--- config.mk ---
export PLATFORM = sky130hd
export DESIGN_NAME = mem_port_arbiter
export DESIGN_NICKNAME = d
export VERILOG_FILES = /design/src/rtl/mem_port_arbiter_pkg.sv /design/src/rtl/mem_port_arbiter_load_formatter.sv /design/src/rtl/mem_port_arbiter.sv
export SDC_FILE = /design/constraint.sdc
export NUM_CORES = 1
export LEC_CHECK = 0
export BUFFER_PORTS_ARGS = -buffer_cell sky130_fd_sc_hd__buf_2
export CAP_MARGIN = 10
export CELL_PAD_IN_SITES_DETAIL_PLACEMENT = 0
export CELL_PAD_IN_SITES_GLOBAL_PLACEMENT = 1
export CORE_MARGIN = 2
export CORE_UTILIZATION = 22
export CTS_BUF_LIST = sky130_fd_sc_hd__clkbuf_4
export DETAILED_ROUTE_END_ITERATION = 8
export PLACE_DENSITY_LB_ADDON = 0.1
export SYNTH_ARGS = -nofsm -noshare
export SYNTH_HDL_FRONTEND = slang
export SYNTH_SLANG_ARGS = --single-unit
--- constraint.sdc ---
create_clock -name clk_i -period 2.7 [get_ports clk_i]
set_clock_uncertainty 0.05 [all_clocks]
set_input_delay 0.27 -clock clk_i [delete_from_list [all_inputs] [get_ports clk_i]]
set_output_delay 0.27 -clock clk_i [all_outputs]
set_load 0.005 [all_outputs]
--- src/rtl/mem_port_arbiter_pkg.sv ---
`default_nettype none
// ============================================================================
//  Module      : mem_port_arbiter_pkg
//  Description : Shared types, constants and helper functions for the
//                fetch/data memory port arbiter.
//  Revision    : 1.0 - initial release
// ============================================================================
package mem_port_arbiter_pkg;

    // Response FSM: which port, if any, is owed a response this cycle.
    typedef enum logic [1:0] {
        ST_IDLE   = 2'd0,
        ST_RESP_I = 2'd1,
        ST_RESP_D = 2'd2
    } state_e;

    // Port that won the most recent grant; drives the round-robin tie-break.
    typedef enum logic {
        GNT_FETCH = 1'b0,
        GNT_DATA  = 1'b1
    } gnt_e;

    // Legal data-port lane enables.
    localparam logic [3:0] BE_B0 = 4'b0001;
    localparam logic [3:0] BE_B1 = 4'b0010;
    localparam logic [3:0] BE_B2 = 4'b0100;
    localparam logic [3:0] BE_B3 = 4'b1000;
    localparam logic [3:0] BE_H0 = 4'b0011;
    localparam logic [3:0] BE_H1 = 4'b1100;
    localparam logic [3:0] BE_W  = 4'b1111;

    // True when the lane enables are illegal or do not match the byte offset.
    function automatic logic be_misaligned(input logic [3:0] be, input logic [1:0] lo);
        logic bad;
        case (be)
            BE_B0:   bad = (lo != 2'd0);
            BE_B1:   bad = (lo != 2'd1);
            BE_B2:   bad = (lo != 2'd2);
            BE_B3:   bad = (lo != 2'd3);
            BE_H0:   bad = (lo != 2'd0);
            BE_H1:   bad = (lo != 2'd2);
            BE_W:    bad = (lo != 2'd0);
            default: bad = 1'b1;
        endcase
        return bad;
    endfunction

    // True when any byte-address bit above the memory's byte space is set.
    function automatic logic addr_out_of_range(input logic [31:0] addr, input int addr_w);
        return (addr >> (addr_w + 2)) != 32'd0;
    endfunction

endpackage
`default_nettype wire

--- src/rtl/mem_port_arbiter_load_formatter.sv ---
`default_nettype none
// ============================================================================
//  Module      : mem_port_arbiter_load_formatter
//  Description : Combinational load lane extraction: selects the addressed
//                byte/halfword/word, right-aligns it and sign/zero extends.
//  Revision    : 1.0 - initial release
// ============================================================================
module mem_port_arbiter_load_formatter
    import mem_port_arbiter_pkg::*;
(
    input  logic [3:0]  be_i,
    input  logic [1:0]  addr_lo_i,
    input  logic        is_signed_i,
    input  logic [31:0] word_i,
    output logic [31:0] rdata_o
);

    logic [31:0] shifted;
    logic        ext;

    // Shift the addressed lane down to bit 0, then extend by access size.
    always_comb begin
        shifted = word_i >> {addr_lo_i, 3'b000};
        ext     = 1'b0;
        rdata_o = shifted;
        case (be_i)
            BE_W: begin
                rdata_o = shifted;
            end
            BE_H0, BE_H1: begin
                ext     = is_signed_i & shifted[15];
                rdata_o = {{16{ext}}, shifted[15:0]};
            end
            default: begin
                ext     = is_signed_i & shifted[7];
                rdata_o = {{24{ext}}, shifted[7:0]};
            end
        endcase
    end

endmodule
`default_nettype wire

--- src/rtl/mem_port_arbiter.sv ---
`default_nettype none
// ============================================================================
//  Module      : mem_port_arbiter
//  Description : Shares one single-port synchronous memory (1-cycle read
//                latency) between instruction-fetch and data ports with
//                round-robin arbitration, range/alignment checking and load
//                lane formatting.
//  Revision    : 1.0 - initial release
// ============================================================================
module mem_port_arbiter
    import mem_port_arbiter_pkg::*;
#(
    parameter int ADDR_W     = 14,
    parameter bit DATA_FIRST = 1'b1
) (
    input  logic              clk_i,
    input  logic              resetb_i,
    // Fetch port
    input  logic              if_req_i,
    input  logic [31:0]       if_addr_i,
    output logic [31:0]       if_rdata_o,
    output logic              if_valid_o,
    output logic              if_err_o,
    // Data port
    input  logic              d_req_i,
    input  logic              d_we_i,
    input  logic [3:0]        d_be_i,
    input  logic              d_is_signed_i,
    input  logic [31:0]       d_addr_i,
    input  logic [31:0]       d_wdata_i,
    output logic [31:0]       d_rdata_o,
    output logic              d_valid_o,
    output logic              d_err_o,
    // Memory macro
    output logic              mem_en_o,
    output logic              mem_we_o,
    output logic [3:0]        mem_be_o,
    output logic [ADDR_W-1:0] mem_addr_o,
    output logic [31:0]       mem_wdata_o,
    input  logic [31:0]       mem_rdata_i
);

    state_e      state_q, state_d;
    gnt_e        last_gnt_q, last_gnt_d;

    // Context of the access in flight, consumed in the response cycle.
    logic        err_q, err_d;
    logic        we_q, we_d;
    logic [3:0]  be_q, be_d;
    logic [1:0]  lo_q, lo_d;
    logic        signed_q, signed_d;

    logic        if_elig, d_elig;
    logic        if_err_now, d_err_now;
    logic        issue_i, issue_d;
    logic [31:0] fmt_rdata;

    // A port cannot reissue while its own response is on the bus; issue is
    // also held off while reset is asserted so the memory sees no strobe.
    assign if_elig    = resetb_i & if_req_i & (state_q != ST_RESP_I);
    assign d_elig     = resetb_i & d_req_i  & (state_q != ST_RESP_D);

    assign if_err_now = addr_out_of_range(if_addr_i, ADDR_W) | (if_addr_i[1:0] != 2'd0);
    assign d_err_now  = addr_out_of_range(d_addr_i, ADDR_W) | be_misaligned(d_be_i, d_addr_i[1:0]);

    assign mem_wdata_o = d_wdata_i;

    // Arbitration, next state, captured context and memory strobes.
    always_comb begin
        issue_i    = 1'b0;
        issue_d    = 1'b0;
        state_d    = ST_IDLE;
        last_gnt_d = last_gnt_q;
        err_d      = err_q;
        we_d       = we_q;
        be_d       = be_q;
        lo_d       = lo_q;
        signed_d   = signed_q;
        mem_en_o   = 1'b0;
        mem_we_o   = 1'b0;
        mem_be_o   = 4'b0000;
        mem_addr_o = d_addr_i[ADDR_W+1:2];

        if (if_elig && d_elig) begin
            if (last_gnt_q == GNT_DATA) begin
                issue_i = 1'b1;
            end else begin
                issue_d = 1'b1;
            end
        end else begin
            issue_i = if_elig;
            issue_d = d_elig;
        end

        if (issue_i) begin
            state_d    = ST_RESP_I;
            last_gnt_d = GNT_FETCH;
            err_d      = if_err_now;
            we_d       = 1'b0;
            mem_en_o   = ~if_err_now;
            mem_addr_o = if_addr_i[ADDR_W+1:2];
        end else if (issue_d) begin
            state_d    = ST_RESP_D;
            last_gnt_d = GNT_DATA;
            err_d      = d_err_now;
            we_d       = d_we_i;
            be_d       = d_be_i;
            lo_d       = d_addr_i[1:0];
            signed_d   = d_is_signed_i;
            mem_en_o   = ~d_err_now;
            mem_we_o   = ~d_err_now & d_we_i;
            mem_be_o   = (~d_err_now & d_we_i) ? d_be_i : 4'b0000;
            mem_addr_o = d_addr_i[ADDR_W+1:2];
        end
    end

    // State, grant history and response context; reset drops any pending response.
    always_ff @(posedge clk_i or negedge resetb_i) begin
        if (!resetb_i) begin
            state_q    <= ST_IDLE;
            last_gnt_q <= DATA_FIRST ? GNT_FETCH : GNT_DATA;
            err_q      <= 1'b0;
            we_q       <= 1'b0;
            be_q       <= 4'b0000;
            lo_q       <= 2'b00;
            signed_q   <= 1'b0;
        end else begin
            state_q    <= state_d;
            last_gnt_q <= last_gnt_d;
            err_q      <= err_d;
            we_q       <= we_d;
            be_q       <= be_d;
            lo_q       <= lo_d;
            signed_q   <= signed_d;
        end
    end

    mem_port_arbiter_load_formatter u_fmt (
        .be_i        (be_q),
        .addr_lo_i   (lo_q),
        .is_signed_i (signed_q),
        .word_i      (mem_rdata_i),
        .rdata_o     (fmt_rdata)
    );

    assign if_valid_o = (state_q == ST_RESP_I);
    assign if_err_o   = if_valid_o & err_q;
    assign if_rdata_o = err_q ? 32'd0 : mem_rdata_i;

    assign d_valid_o  = (state_q == ST_RESP_D);
    assign d_err_o    = d_valid_o & err_q;
    assign d_rdata_o  = (err_q | we_q) ? 32'd0 : fmt_rdata;

    // Requesters must hold req until their response has been returned.
    a_if_req_held: assert property (@(posedge clk_i) disable iff (!resetb_i)
        (state_q == ST_RESP_I) |-> if_req_i);
    a_d_req_held: assert property (@(posedge clk_i) disable iff (!resetb_i)
        (state_q == ST_RESP_D) |-> d_req_i);

endmodule
`default_nettype wire
* Yosys cells after proc, flatten, opt, wreduce, memory -nomap -nowiden
Index checks and enable logic that the tools add are counted.
** Word-level totals
- Register bits after elaboration :: 12
- Input port bits :: 138
- Output and inout bits :: 120
- Logic and storage cells :: 74
** Operators by class
- Equality and inequality tests :: 17
- Shift-type cells :: 1
- Mux-type cells :: 24
- Bitwise operators :: 15
- Reductions and logical operators :: 10
** Operators with widths (number)
- $mux 32 :: 2
- $pmux 32 s2 :: 1
- $reduce_bool 32->1 :: 2
- $shr 32x5->32 :: 1
- $eq 4x4->1 const B :: 5
- $mux 1 :: 14
- $mux 14 :: 1
- $eq 4x2->1 const B :: 3
- $mux 4 :: 3
- $and 1x1->1 :: 9
- $ne 2x2->1 const B :: 3
- $reduce_bool 2->1 :: 3
- $eq 4x1->1 const B :: 1
- $eq 4x3->1 const B :: 1
- $mux 2 :: 2
- $ne 2x1->1 const B :: 2
- $pmux 1 s4 :: 1
- $reduce_or 2->1 :: 2
- $not 1->1 :: 3
- $or 1x1->1 :: 3
- $reduce_or 3->1 :: 1
- $eq 2x1->1 const B :: 1
- $eq 2x2->1 const B :: 1
- $reduce_and 2->1 :: 1
- $logic_and 1x1->1 :: 1

* Logic depth before layout (Yosys ltp)
- Depth after elaboration :: 9
- Gate-level depth with buffers :: 7
- Depth with buffers taken out :: 5

* Hierarchy
Synthesis repeated with hierarchy kept, for this count alone.
** Second synthesis, totals
- Cell total of the unflattened synthesis :: 301
- Area, all modules :: 2431.1 µm²
** Modules (own cells, without submodules)
- mem_port_arbiter :: times used 1, cells an instance 187, area an instance 1530.2 µm², sequential area each 300.3 µm²
- mem_port_arbiter_load_formatter :: times used 1, cells an instance 114, area an instance 900.9 µm², sequential area each 0.0 µm²

* Least setup slack after synthesis
OpenSTA, ideal clock, no wires.
- Kind :: reg-to-output
- Start :: register last_gnt_q
- End :: output port mem_addr_o[10]
- Arrival time :: 1.505 ns
- Required time :: 2.380 ns
- Path slack :: 0.875 ns
- Cell stages (with the launch flop) :: 7
- Path buffers :: 2
- Cell sequence :: dfrtp_1 -> nand2b_1 -> maj3_2 -> nor2b_1 -> buf_6 -> buf_6 -> mux2_4
** Between the ends
- Word-level cells in the longest chain between the ends :: 3
** Ends and longest elaborated chain
- start: declaration :: RTL line mem_port_arbiter.sv:44 : gnt_e last_gnt_q, last_gnt_d;
- start signal: assignment :: RTL line mem_port_arbiter.sv:121 : last_gnt_q <= DATA_FIRST ? GNT_FETCH : GNT_DATA;
- start signal: assignment :: RTL line mem_port_arbiter.sv:129 : last_gnt_q <= last_gnt_d;
- $mux 1 :: RTL line mem_port_arbiter.sv:85 : if (last_gnt_q == GNT_DATA) begin
- $mux 1 :: RTL line mem_port_arbiter.sv:84 : if (if_elig && d_elig) begin
- net issue_i :: RTL line mem_port_arbiter.sv:55 : logic issue_i, issue_d;
- $mux 14 :: RTL line mem_port_arbiter.sv:95 : if (issue_i) begin
- end: declaration :: RTL line mem_port_arbiter.sv:38 : output logic [ADDR_W-1:0] mem_addr_o,
The timed path passes the listed nets, and every way through them passes these cells.

* Worst setup path after layout
- Start :: input port resetb_i
- End :: output port mem_addr_o[1]
** Between the ends
- Word-level cells in the longest chain between the ends :: 5
- Elaborated cells on any way between the ends :: 7
- Those cells by class :: mux: 2; bitwise: 4; reduce/logical: 1
** Ends and longest elaborated chain
- start: declaration :: RTL line mem_port_arbiter.sv:17 : input logic resetb_i,
- $and 1x1->1, on equally long branches (2 in series) :: RTL line mem_port_arbiter.sv:60, mem_port_arbiter.sv:61
- $logic_and 1x1->1 :: RTL line mem_port_arbiter.sv:84
- $mux 1 * :: RTL line mem_port_arbiter.sv:84
- $mux 14 * :: RTL line mem_port_arbiter.sv:95
Mark *: on every way between the ends. The rest lies on a longest branch, timed or not.

==> flow_metrics.env <==
export IMPL_status="finished, final reports clean"
export IMPL_critPathKind="input port to output port"
export IMPL_vias_per_cell=4.46
export IMPL_fp_dieW_um=103
export IMPL_ys_ff_latch=12
export IMPL_peakVddDrop_uv=141
export IMPL_yosysWarnings=0
export IMPL_r2r_slack_ps=1320
export IMPL_die_area_um2=10600
export IMPL_nets=585
export IMPL_synth_edf_count=0
export IMPL_finalCritPeriodShare_pct=91.5
export IMPL_die_y_um=103
export IMPL_drt_pre_antenna_iters=4
export IMPL_grt_ovfl_total=0
export IMPL_grt_pass1_vias=2235
export IMPL_syn_num_nets=429
export IMPL_grt_max_degree=36
export IMPL_end_kind="output port"
export IMPL_cts_clk_slew_worst_paths_ps=70
export IMPL_initial_core_util_pct=22.3
export IMPL_boundaryPins=258
export IMPL_drt_iter0_drc=33
export IMPL_crit_arrival_ps=2150
export IMPL_drt_wirelength_per_cell_um=14.2
export IMPL_fin_tns_setup_ps=0
export IMPL_synthTopCellsByArea="dfrtp_1, buf_4, nor2b_1"
export IMPL_synth_largest_area_cell="dfrtp_1"
export IMPL_numClockSinks=12
export IMPL_synth_async_reset_ratio_pct=100
export IMPL_rsz0062_at_grt="no"
export IMPL_slew_headroom_pct=41.7
export IMPL_cp_max_fo=16
export IMPL_grt_pass1_wl_mm=11.5
export IMPL_start_kind="input port"
export IMPL_syn_area_um2=2150
export IMPL_hold_ws_ps=184
export IMPL_p_leak_nw=1.63
export IMPL_avgSynthCellArea_um2=7.40
export IMPL_switching_share_pct=42.8
export IMPL_multi_input_area_um2=1470
export IMPL_maxSlewViolCount=0
export IMPL_cts_root_buf="clkbuf_4"
export IMPL_post_dp_hpwl_mm=6.88
export IMPL_maxCapViolations=0
export IMPL_hold_viol=0
export IMPL_yosys_top_cells_count="nor2b_1, nand2_1, buf_4, nor2_1, a21oi_1"
export IMPL_track_usage_pct=13.8
export IMPL_synth_top_area_share_pct=14.0
export IMPL_min_period_ps=2470
export IMPL_syn2layout_area_growth_pct=40.2
export IMPL_synthDistinctLibCells=41
export IMPL_clock_path_buffers=2
export IMPL_ant_nets=0
export IMPL_io_buffers=193
export IMPL_yosysMostFrequentCell="nor2b_1"
export IMPL_regArea_um2=300
export IMPL_globalplace_congestion=0.738
export IMPL_clkPwrFrac_pct=11.2
export IMPL_setup_violations=0
export IMPL_power_density_nw_per_um2=301
export IMPL_synth_flop_cell="dfrtp_1"
export IMPL_fillers=1133
export IMPL_antenna_found_initial=0
export IMPL_placed_area_um2=2990
export IMPL_netSwitchingPower_mw=0.389
export IMPL_core_um2=9640
export IMPL_ys_seq_area_share_pct=14.0
export IMPL_vias=2579
export IMPL_drive_above_1_share_pct=51.9
export IMPL_antennaDiodeCount=0
export IMPL_hp_class="input port to register"
export IMPL_postLayoutCellArea_um2=3020
export IMPL_cts_tree="built"
export IMPL_total_power_mw=0.909
export IMPL_p_seq_share_pct=28.5
export IMPL_drc_errors=0
export IMPL_h_tree_depth=1
export IMPL_insertion_delay_ps=260
export IMPL_crit_required_ps=2380
export IMPL_p_int_mw=0.520
export IMPL_fmax_ghz=0.405
export IMPL_num_rows=36
export IMPL_netlist_instances=291
export IMPL_postLayoutCoreUtil_pct=31.3
export IMPL_wirelength_mm=8.23
export IMPL_cts_made_buffers=3
export IMPL_combPwrFrac_pct=60.2
export IMPL_worst_pin_slew_ps=872
path summary, 6_finish.rpt:
path                          startpoint             to  cells after the start
min                        d_is_signed_i       signed_q                      3
min reg2reg                     signed_q       signed_q                      2
max reg2reg                   last_gnt_q          err_q                      4
min in group asynchronous       resetb_i     state_q[0]                      2
max                             resetb_i  mem_addr_o[1]                      7
max in group asynchronous       resetb_i        lo_q[1]                      2
final cells by class:
class	count	share of cell area [%]
inverters	8	0.995
well taps	133	5.51
multi-input cells	221	48.7
flip-flops and latches	12	9.95
clock buffers	3	0.746
repair buffers	201	34.1
state kept, by name (all words and copies together) (netlist names):
name,count
signed_q,1
we_q,1
last_gnt_q,1
be_q,4
lo_q,2
err_q,1
state_q,2
power by group through the flow:
stage	Clock, mW	Sequential [mW]	Combinational, mW
after floorplan	0	0.243	0.410
after global placement	0	0.261	0.553
after detailed placement	0	0.263	0.550
after CTS	0.109	0.260	0.554
after global routing	0.115	0.266	0.609
final	0.102	0.259	0.548
stage by stage:
step / cells / setup slack (ps)
after floorplan: 291 / 875
after global placement: 574 / 647
after detailed placement: 574 / 581
after CTS: 578 / 177
after global routing: 578 / 78.9
final: 578 / 228
per-layer routing:
layer / global-route usage, % / routed length (µm)
met2: 24.0 / 3830
met4: 1.52 / 53
met1: 18.3 / 3650
met5: 0 / 0
met3: 2.64 / 697
worst max-delay path, stage by stage:
cell	delay (ps)
dlygate4sd3_1	520
buf_2	310
nand2_1	120
nor2b_1	160
buf_4	280
mux2_2	360
buf_2	130
what timing repair did:
item / 4_1_cts / 5_1_grt
hold endpoints to repair: 12 / 0
resized for setup: 0 / 1
hold buffers: 1 / 0
buffers inserted: 0 / 0
setup endpoints to repair: 0 / 4
placed cells by master (no fill, tap or decap), drive strengths merged, types with 7 or more instances in the layout:
cell	Yosys	layout
a211oi	9	9
mux2i	15	15
o21ai	7	7
buf	40	200
nand2	34	34
inv	7	8
dfrtp	12	12
mux2	22	22
nor4	7	7
a21oi	18	18
a31oi	16	16
nor2	22	22
nor2b	35	35
logic make-up after synthesis:
| group | share of synthesized area, % |
|---|---|
| AO/OA/AOI/OAI | 18.1 |
| multiplexers | 21.1 |
| adder cells (fa/ha/maj) | 0.523 |
| buffers and inverters | 17.7 |
| AND/OR/NAND/NOR | 28.5 |
| flip-flops | 14.0 |
Note: power is estimated with default switching activity, not from simulation.
